File: src/rtl/cva6_mem_req_arbiter.sv
// ---------------------------------------------------------------------------
// cva6_mem_req_arbiter
//
// Shares the single cache-subsystem memory request channel between the
// I-cache refill path (requester 0) and the HPDcache miss/uncached path
// (requester 1). Requests are picked round-robin, tagged with the requester
// index in the upper transaction-ID bits and registered in a single-entry
// output stage. Outstanding transactions are counted per requester and
// responses are routed back combinationally by the upper TID bits.
//
// Optional feature macro: CVA6_MEM_ARB_PERF_EN
//   defined   -> one 32-bit stall counter per requester drives stall_cnt_o
//   undefined -> stall_cnt_o is tied to zero, no counter flops exist
// ---------------------------------------------------------------------------
module cva6_mem_req_arbiter #(
    parameter int NUM_REQ   = 2,
    parameter int MEM_TID_W = 4,
    parameter int ADDR_W    = 64,
    parameter int PLD_W     = 128,
    parameter int RSP_W     = 128,
    parameter int MAX_OUTST = 7
) (
    input  logic                                                clk_i,
    input  logic                                                rst_ni,

    // requester side, request channel
    input  logic [NUM_REQ-1:0]                                  req_valid_i,
    output logic [NUM_REQ-1:0]                                  req_ready_o,
    input  logic [NUM_REQ-1:0][ADDR_W-1:0]                      req_addr_i,
    input  logic [NUM_REQ-1:0][PLD_W-1:0]                       req_pld_i,
    input  logic [NUM_REQ-1:0][MEM_TID_W-$clog2(NUM_REQ)-1:0]   req_tid_i,

    // memory side, request channel
    output logic                                                mem_req_valid_o,
    input  logic                                                mem_req_ready_i,
    output logic [ADDR_W-1:0]                                   mem_req_addr_o,
    output logic [PLD_W-1:0]                                    mem_req_pld_o,
    output logic [MEM_TID_W-1:0]                                mem_req_tid_o,

    // memory side, response channel
    input  logic                                                mem_rsp_valid_i,
    output logic                                                mem_rsp_ready_o,
    input  logic [MEM_TID_W-1:0]                                mem_rsp_tid_i,
    input  logic                                                mem_rsp_last_i,
    input  logic [RSP_W-1:0]                                    mem_rsp_pld_i,

    // requester side, response channel
    output logic [NUM_REQ-1:0]                                  rsp_valid_o,
    input  logic [NUM_REQ-1:0]                                  rsp_ready_i,
    output logic [MEM_TID_W-$clog2(NUM_REQ)-1:0]                rsp_tid_o,
    output logic                                                rsp_last_o,
    output logic [RSP_W-1:0]                                    rsp_pld_o,

    // status
    output logic [NUM_REQ-1:0][$clog2(MAX_OUTST+1)-1:0]         outst_o,
    output logic                                                err_o,
    output logic [NUM_REQ-1:0][31:0]                            stall_cnt_o
);

    localparam int IDX_W     = $clog2(NUM_REQ);
    localparam int REQ_TID_W = MEM_TID_W - IDX_W;
    localparam int CNT_W     = $clog2(MAX_OUTST + 1);
    localparam logic [CNT_W-1:0] MAX_CNT = CNT_W'(MAX_OUTST);

    // ------------------------------------------------------------------
    // State
    // ------------------------------------------------------------------
    logic [IDX_W-1:0]                r_rr;
    logic                            r_memReqValid;
    logic [ADDR_W-1:0]               r_memReqAddr;
    logic [PLD_W-1:0]                r_memReqPld;
    logic [MEM_TID_W-1:0]            r_memReqTid;
    logic [NUM_REQ-1:0][CNT_W-1:0]   r_outst;
    logic                            r_err;
    logic                            r_holdValid;
    logic [NUM_REQ-1:0]              r_holdGrant;

    // ------------------------------------------------------------------
    // Combinational nets
    // ------------------------------------------------------------------
    logic [NUM_REQ-1:0]              w_eligible;
    logic [NUM_REQ-1:0]              w_rrGrant;
    logic [NUM_REQ-1:0]              w_grant;
    logic                            w_loadOk;
    logic                            w_blocked;
    logic [NUM_REQ-1:0]              w_handshake;
    logic                            w_accept;
    logic [IDX_W-1:0]                w_accIdx;
    logic [IDX_W-1:0]                w_rspIdx;
    logic                            w_rspDone;
    logic [NUM_REQ-1:0]              w_inc;
    logic [NUM_REQ-1:0]              w_dec;
    logic                            w_underflow;

    // The output stage can take a new entry when it is empty or draining this cycle
    assign w_loadOk  = !r_memReqValid || mem_req_ready_i;
    assign w_blocked = r_memReqValid && !mem_req_ready_i;

    // A requester may compete only while it has room for another outstanding transaction
    always_comb begin
        w_eligible = '0;
        for (int i = 0; i < NUM_REQ; i++) begin
            w_eligible[i] = req_valid_i[i] && (r_outst[i] < MAX_CNT);
        end
    end

    // Round-robin search: first eligible requester at or after the pointer wins
    always_comb begin
        logic [IDX_W-1:0] cand;
        logic             found;
        w_rrGrant = '0;
        cand      = r_rr;
        found     = 1'b0;
        for (int off = 0; off < NUM_REQ; off++) begin
            cand = r_rr + IDX_W'(off);
            if (!found && w_eligible[cand]) begin
                w_rrGrant[cand] = 1'b1;
                found           = 1'b1;
            end
        end
    end

    // While the output stage is stalled the grant is frozen, so a completion that
    // frees a higher-priority requester cannot swap the winner under backpressure
    always_comb begin
        if (r_holdValid) begin
            w_grant = r_holdGrant & req_valid_i;
        end else begin
            w_grant = w_rrGrant;
        end
    end

    // Remember the grant seen during a stalled cycle so it is reused next cycle
    always_ff @(posedge clk_i) begin
        if (!rst_ni) begin
            r_holdValid <= 1'b0;
            r_holdGrant <= '0;
        end else begin
            r_holdValid <= w_blocked && (|w_grant);
            r_holdGrant <= w_grant;
        end
    end

    // Ready is the grant qualified by room in the output stage, and is held low in reset
    assign req_ready_o = rst_ni ? (w_grant & {NUM_REQ{w_loadOk}}) : '0;
    assign w_handshake = req_valid_i & req_ready_o;
    assign w_accept    = |w_handshake;

    // Encode the accepted requester (one-hot handshake) into its index
    always_comb begin
        w_accIdx = '0;
        for (int i = 0; i < NUM_REQ; i++) begin
            if (w_handshake[i]) begin
                w_accIdx = IDX_W'(i);
            end
        end
    end

    // Single-entry output register; reloads in the same cycle it drains
    always_ff @(posedge clk_i) begin
        if (!rst_ni) begin
            r_memReqValid <= 1'b0;
            r_memReqAddr  <= '0;
            r_memReqPld   <= '0;
            r_memReqTid   <= '0;
        end else if (w_loadOk) begin
            r_memReqValid <= w_accept;
            if (w_accept) begin
                r_memReqAddr <= req_addr_i[w_accIdx];
                r_memReqPld  <= req_pld_i[w_accIdx];
                r_memReqTid  <= {w_accIdx, req_tid_i[w_accIdx]};
            end
        end
    end

    assign mem_req_valid_o = r_memReqValid;
    assign mem_req_addr_o  = r_memReqAddr;
    assign mem_req_pld_o   = r_memReqPld;
    assign mem_req_tid_o   = r_memReqTid;

    // Move the round-robin pointer just past whoever was accepted; hold otherwise
    always_ff @(posedge clk_i) begin
        if (!rst_ni) begin
            r_rr <= '0;
        end else if (w_accept) begin
            r_rr <= w_accIdx + IDX_W'(1);
        end
    end

    // ------------------------------------------------------------------
    // Response path: purely combinational demux on the upper TID bits
    // ------------------------------------------------------------------
    assign w_rspIdx = mem_rsp_tid_i[MEM_TID_W-1 -: IDX_W];

    // Steer the response valid to its owner and take ready from that owner only
    always_comb begin
        rsp_valid_o           = '0;
        rsp_valid_o[w_rspIdx] = mem_rsp_valid_i;
        mem_rsp_ready_o       = rsp_ready_i[w_rspIdx];
    end

    assign rsp_tid_o  = mem_rsp_tid_i[REQ_TID_W-1:0];
    assign rsp_last_o = mem_rsp_last_i;
    assign rsp_pld_o  = mem_rsp_pld_i;

    assign w_rspDone = mem_rsp_valid_i && mem_rsp_ready_o && mem_rsp_last_i;

    // Per-requester increment/decrement strobes and detection of a completion with nothing outstanding
    always_comb begin
        w_inc       = '0;
        w_dec       = '0;
        w_underflow = 1'b0;
        for (int i = 0; i < NUM_REQ; i++) begin
            w_inc[i] = w_handshake[i];
            w_dec[i] = w_rspDone && (w_rspIdx == IDX_W'(i));
            if (w_dec[i] && (r_outst[i] == '0)) begin
                w_underflow = 1'b1;
            end
        end
    end

    // Outstanding counters; a completion at zero is ignored so the count saturates
    always_ff @(posedge clk_i) begin
        if (!rst_ni) begin
            r_outst <= '0;
        end else begin
            for (int i = 0; i < NUM_REQ; i++) begin
                if (w_dec[i] && (r_outst[i] == '0)) begin
                    if (w_inc[i]) begin
                        r_outst[i] <= r_outst[i] + CNT_W'(1);
                    end
                end else if (w_inc[i] && !w_dec[i]) begin
                    r_outst[i] <= r_outst[i] + CNT_W'(1);
                end else if (!w_inc[i] && w_dec[i]) begin
                    r_outst[i] <= r_outst[i] - CNT_W'(1);
                end
            end
        end
    end

    assign outst_o = r_outst;

    // Sticky protocol error flag, cleared only by reset
    always_ff @(posedge clk_i) begin
        if (!rst_ni) begin
            r_err <= 1'b0;
        end else if (w_underflow) begin
            r_err <= 1'b1;
        end
    end

    assign err_o = r_err;

`ifdef CVA6_MEM_ARB_PERF_EN
    logic [NUM_REQ-1:0][31:0] r_stallCnt;

    // Count cycles each requester waits with valid high and no acceptance; wraps naturally
    always_ff @(posedge clk_i) begin
        if (!rst_ni) begin
            r_stallCnt <= '0;
        end else begin
            for (int i = 0; i < NUM_REQ; i++) begin
                if (req_valid_i[i] && !req_ready_o[i]) begin
                    r_stallCnt[i] <= r_stallCnt[i] + 32'd1;
                end
            end
        end
    end

    assign stall_cnt_o = r_stallCnt;
`else
    assign stall_cnt_o = '0;
`endif

endmodule

File: config.mk
export PLATFORM = sky130hd
export DESIGN_NAME = cva6_mem_req_arbiter
export DESIGN_NICKNAME = d
export VERILOG_FILES = /design/src/rtl/cva6_mem_req_arbiter.sv
export SDC_FILE = /design/constraint.sdc
export NUM_CORES = 1
export LEC_CHECK = 0
export BUFFER_PORTS_ARGS = -buffer_cell sky130_fd_sc_hd__buf_4
export CELL_PAD_IN_SITES_DETAIL_PLACEMENT = 1
export CELL_PAD_IN_SITES_GLOBAL_PLACEMENT = 1
export CORE_AREA = 3 3 368 370
export DETAILED_ROUTE_END_ITERATION = 6
export DIE_AREA = 0 0 371 373
export PLACE_DENSITY_LB_ADDON = 0.1
export SLEW_MARGIN = 20
export SYNTH_ARGS = -nofsm -noshare
export SYNTH_HDL_FRONTEND = slang
export SYNTH_SLANG_ARGS = --single-unit
export TNS_END_PERCENT = 10
File: constraint.sdc
create_clock -name clk_i -period 3.67 [get_ports clk_i]
set_clock_uncertainty 0.1 [all_clocks]
set_input_delay 0.1835 -clock clk_i [delete_from_list [all_inputs] [get_ports clk_i]]
set_output_delay 0.1835 -clock clk_i [all_outputs]
set_load 0.1 [all_outputs]
==> flow_metrics.py <==
metrics = {
    "status": {
        "status": "finished clean",
    },
    "yosys": {
        "synth_area_um2": 10300,
        "yosys.area.top_type": "dfxtp_1",
        "yosys-top-cells-area": "dfxtp_1, mux2i_1, buf_4",
        "netlist_instances": 1144,
        "seq_area_frac_synth_pct": 40.5,
        "ys_ff_latch": 208,
        "synth-edff-count": 0,
        "synthArstFlopShare_pct": 0,
        "synth.avg_cell_area_um2": 8.99,
        "yosysWarnings": 0,
        "ys_types": 45,
        "synth_ff_type": "dfxtp_1",
        "yosysTopAreaCellShare_pct": 40.5,
    },
    "routing": {
        "initialDrtViolationCount": 174,
        "wl_per_cell_um": 15.2,
        "wl_mm": 57.9,
        "drc": 0,
        "viasPerCell": 2.93,
        "num_vias": 11100,
        "first_pass_iters": 4,
        "ant_nets": 0,
    },
    "final_layout": {
        "nFillCells": 15600,
        "drive_gt1_share_pct": 33.4,
        "final_design_area_no_fill_um2": 20800,
        "area_growth_syn_to_layout_pct": 102,
        "final_cells": 3797,
        "nNetsFinal": 2541,
    },
    "global_routing": {
        "grt_pass1_wl_mm": 83.7,
        "track_usage_pct": 8.08,
        "grt_max_degree": 119,
        "antenna_found_initial": 4,
        "grt_pass1_vias": 12500,
        "grt.overflow.total": 0,
    },
    "power_and_ir_drop": {
        "max-vdd-ir-drop_mv": 0.242,
        "p_leak_nw": 8.85,
        "p_per_area_nw_per_um2": 470,
    },
    "sta": {
        "max_freq_mhz": 307,
        "hold_violations": 0,
        "rsz0062_at_grt": "no",
        "tightestPinTransition_ps": 908,
        "slew_headroom_pct": 39.4,
        "setup_viol_count_final": 0,
        "fin_crit_ps": 3250,
        "post-route-period-util_pct": 88.7,
        "fin_tns_setup_ps": 0,
        "maxSlewViolCount": 0,
    },
    "critical_path": {
        "crit_path_max_fanout": 47,
        "end_kind": "register",
        "crit_buf_inv": 3,
        "cp-start-kind": "register",
        "crit_arrival_ps": 3600,
        "required_ps": 4020,
        "cpLargestDelayFamily": "buffers and inverters",
        "cp_cell_sequence": "nand3_1, nand3_1, nand3_1, inv_8, buf_4, mux2i_1, o21ai_0, dlygate4sd3_1",
        "cpPeakStageDelay_ps": 580,
        "slowest_stage": "dlygate4sd3_1",
        "crit_path_frequent_cell": "nand3_1",
        "critPathKind": "reg -> reg",
    },
    "flow_run": {
        "max_cap_viol_count": 0,
    },
    "worst_hold_path": {
        "hold_path_class": "in -> reg",
    },
    "place": {
        "gp_congestion": 0.717,
        "dp_hpwl_mm": 41.9,
        "dp.cells": 3338,
        "place_area_um2": 15700,
        "io_buffers": 609,
    },
    "cts": {
        "cts_root_buf": "clkbuf_16",
        "clk_path_buf_depth": 3,
        "htreeDepth": 2,
        "path_clk_slew_ps": 60,
        "cts_setup_buffers": 0,
        "cts_tree": "yes",
        "post_cts_resized": 0,
        "numCtsBuffers": 36,
        "clock_sinks": 208,
        "clock_latency_ps": 560,
    },
    "floorplan": {
        "die_x_um": 371,
        "io_pins": 936,
        "row_count": 134,
        "die_area_um2": 138000,
        "core_area_um2": 133000,
        "start_util_pct": 7.74,
        "die_h_um": 373,
    },
}
-- synthesized netlist by cell type, types with 2 or more instances --
library cell	instances
buf_4	224
dfxtp_1	208
nand2_1	196
mux2i_1	195
o21ai_1	139
o21ai_0	59
buf_2	31
nor2_1	13
nand3_1	8
inv_1	7
ha_1	6
clkbuf_2	5
nand2b_1	5
nor3_1	4
a21oi_1	3
a31oi_1	3
nor2b_1	3
xnor2_1	3
and2_1	2
and3_1	2
clkbuf_1	2
nor3b_1	2
o311a_1	2
-- final timing paths --
path,startpoint,end,slack (ps),cells past startpoint
worst max register to register,outst_o[5]$_SDFFE_PN0P_,mem_req_pld_o[94]$_SDFFE_PN0P_,420,8
worst min-delay path,mem_rsp_valid_i,err_o$_SDFFE_PN0P_,210,4
worst max-delay path,outst_o[5]$_SDFFE_PN0P_,mem_req_pld_o[94]$_SDFFE_PN0P_,420,8
worst min register to register,r_rr$_SDFFE_PN0P_,r_rr$_SDFFE_PN0P_,410,2
-- tightest hold or removal path, cell delays in order --
cell and delay [ps]:
buf_4 90, and4b_1 350, a311oi_1 140, nor2_1 70
-- kinds of logic after synthesis --
group,synth area share (%)
buf+inv,18.5
simple gates,9.73
compound gates,10.9
flops,40.5
mux,19.1
fa+ha+maj,0.730
xor+xnor,0.474
other cells,0.0364
-- placed cells by master (no fill, tap or decap), types with 4 or more instances in the layout --
cell / count
buf_12: 8
buf_4: 618
clkbuf_1: 12
clkbuf_16: 37
conb_1: 64
dfxtp_1: 208
diode_2: 5
dlygate4sd3_1: 396
ha_1: 6
inv_1: 7
mux2i_1: 195
nand2_1: 196
nand2b_1: 4
nand3_1: 8
nor2_1: 13
nor3_1: 4
o21ai_0: 59
o21ai_1: 139
-- state kept, by name (all words and copies together) (netlist names) --
signal and flops:
r_rr 1, mem_req_valid_o 1, r_holdValid 1, mem_req_addr_o 64, r_holdGrant 2, mem_req_pld_o 128, outst_o 6, err_o 1
mem_req_tid_o 4
-- timing repair --
item	CTS	global route
endpoints found under the setup margin	0	0
hold endpoints to repair	205	0
hold buffers	396	0
-- where the power goes --
| part | internal (mW) | switching, mW | leakage [nW] |
|---|---|---|---|
| combinational | 1.18 | 2.58 | 6.60 |
| clock | 2.04 | 1.33 | 0.537 |
| sequential | 2.49 | 0.132 | 1.71 |
| total | 5.71 | 4.05 | 8.85 |
-- final cells by class --
class	instances	area [µm²]	area share, %
diodes	5	12.5	0.0603
clock buffers	52	1010	4.88
clock inverters	6	87.6	0.422
inverters	9	41.3	0.199
multi-input cells	727	4460	21.5
flip-flops and latches	208	4160	20.1
well taps	1768	2210	10.7
repair buffers	1022	8760	42.2
-- routing by layer --
metal,wire length (µm),track usage (%)
met5,0,0
met2,29100,14.6
met4,1800,2.92
met1,21900,8.54
met3,5030,2.97
-- metrics by stage --
step                util [%]  power [mW]  setup WS, ps  hold slack (ps)
finish                  15.6        9.75           416              206
global route            15.6        10.3           107              234
global placement        11.8        6.00           986              268
floorplan                  -        5.76           762              192
detailed placement      11.8        6.01           901              268
CTS                     15.6        10.1           313              153
No activity file was read; power rests on OpenSTA's default activity.
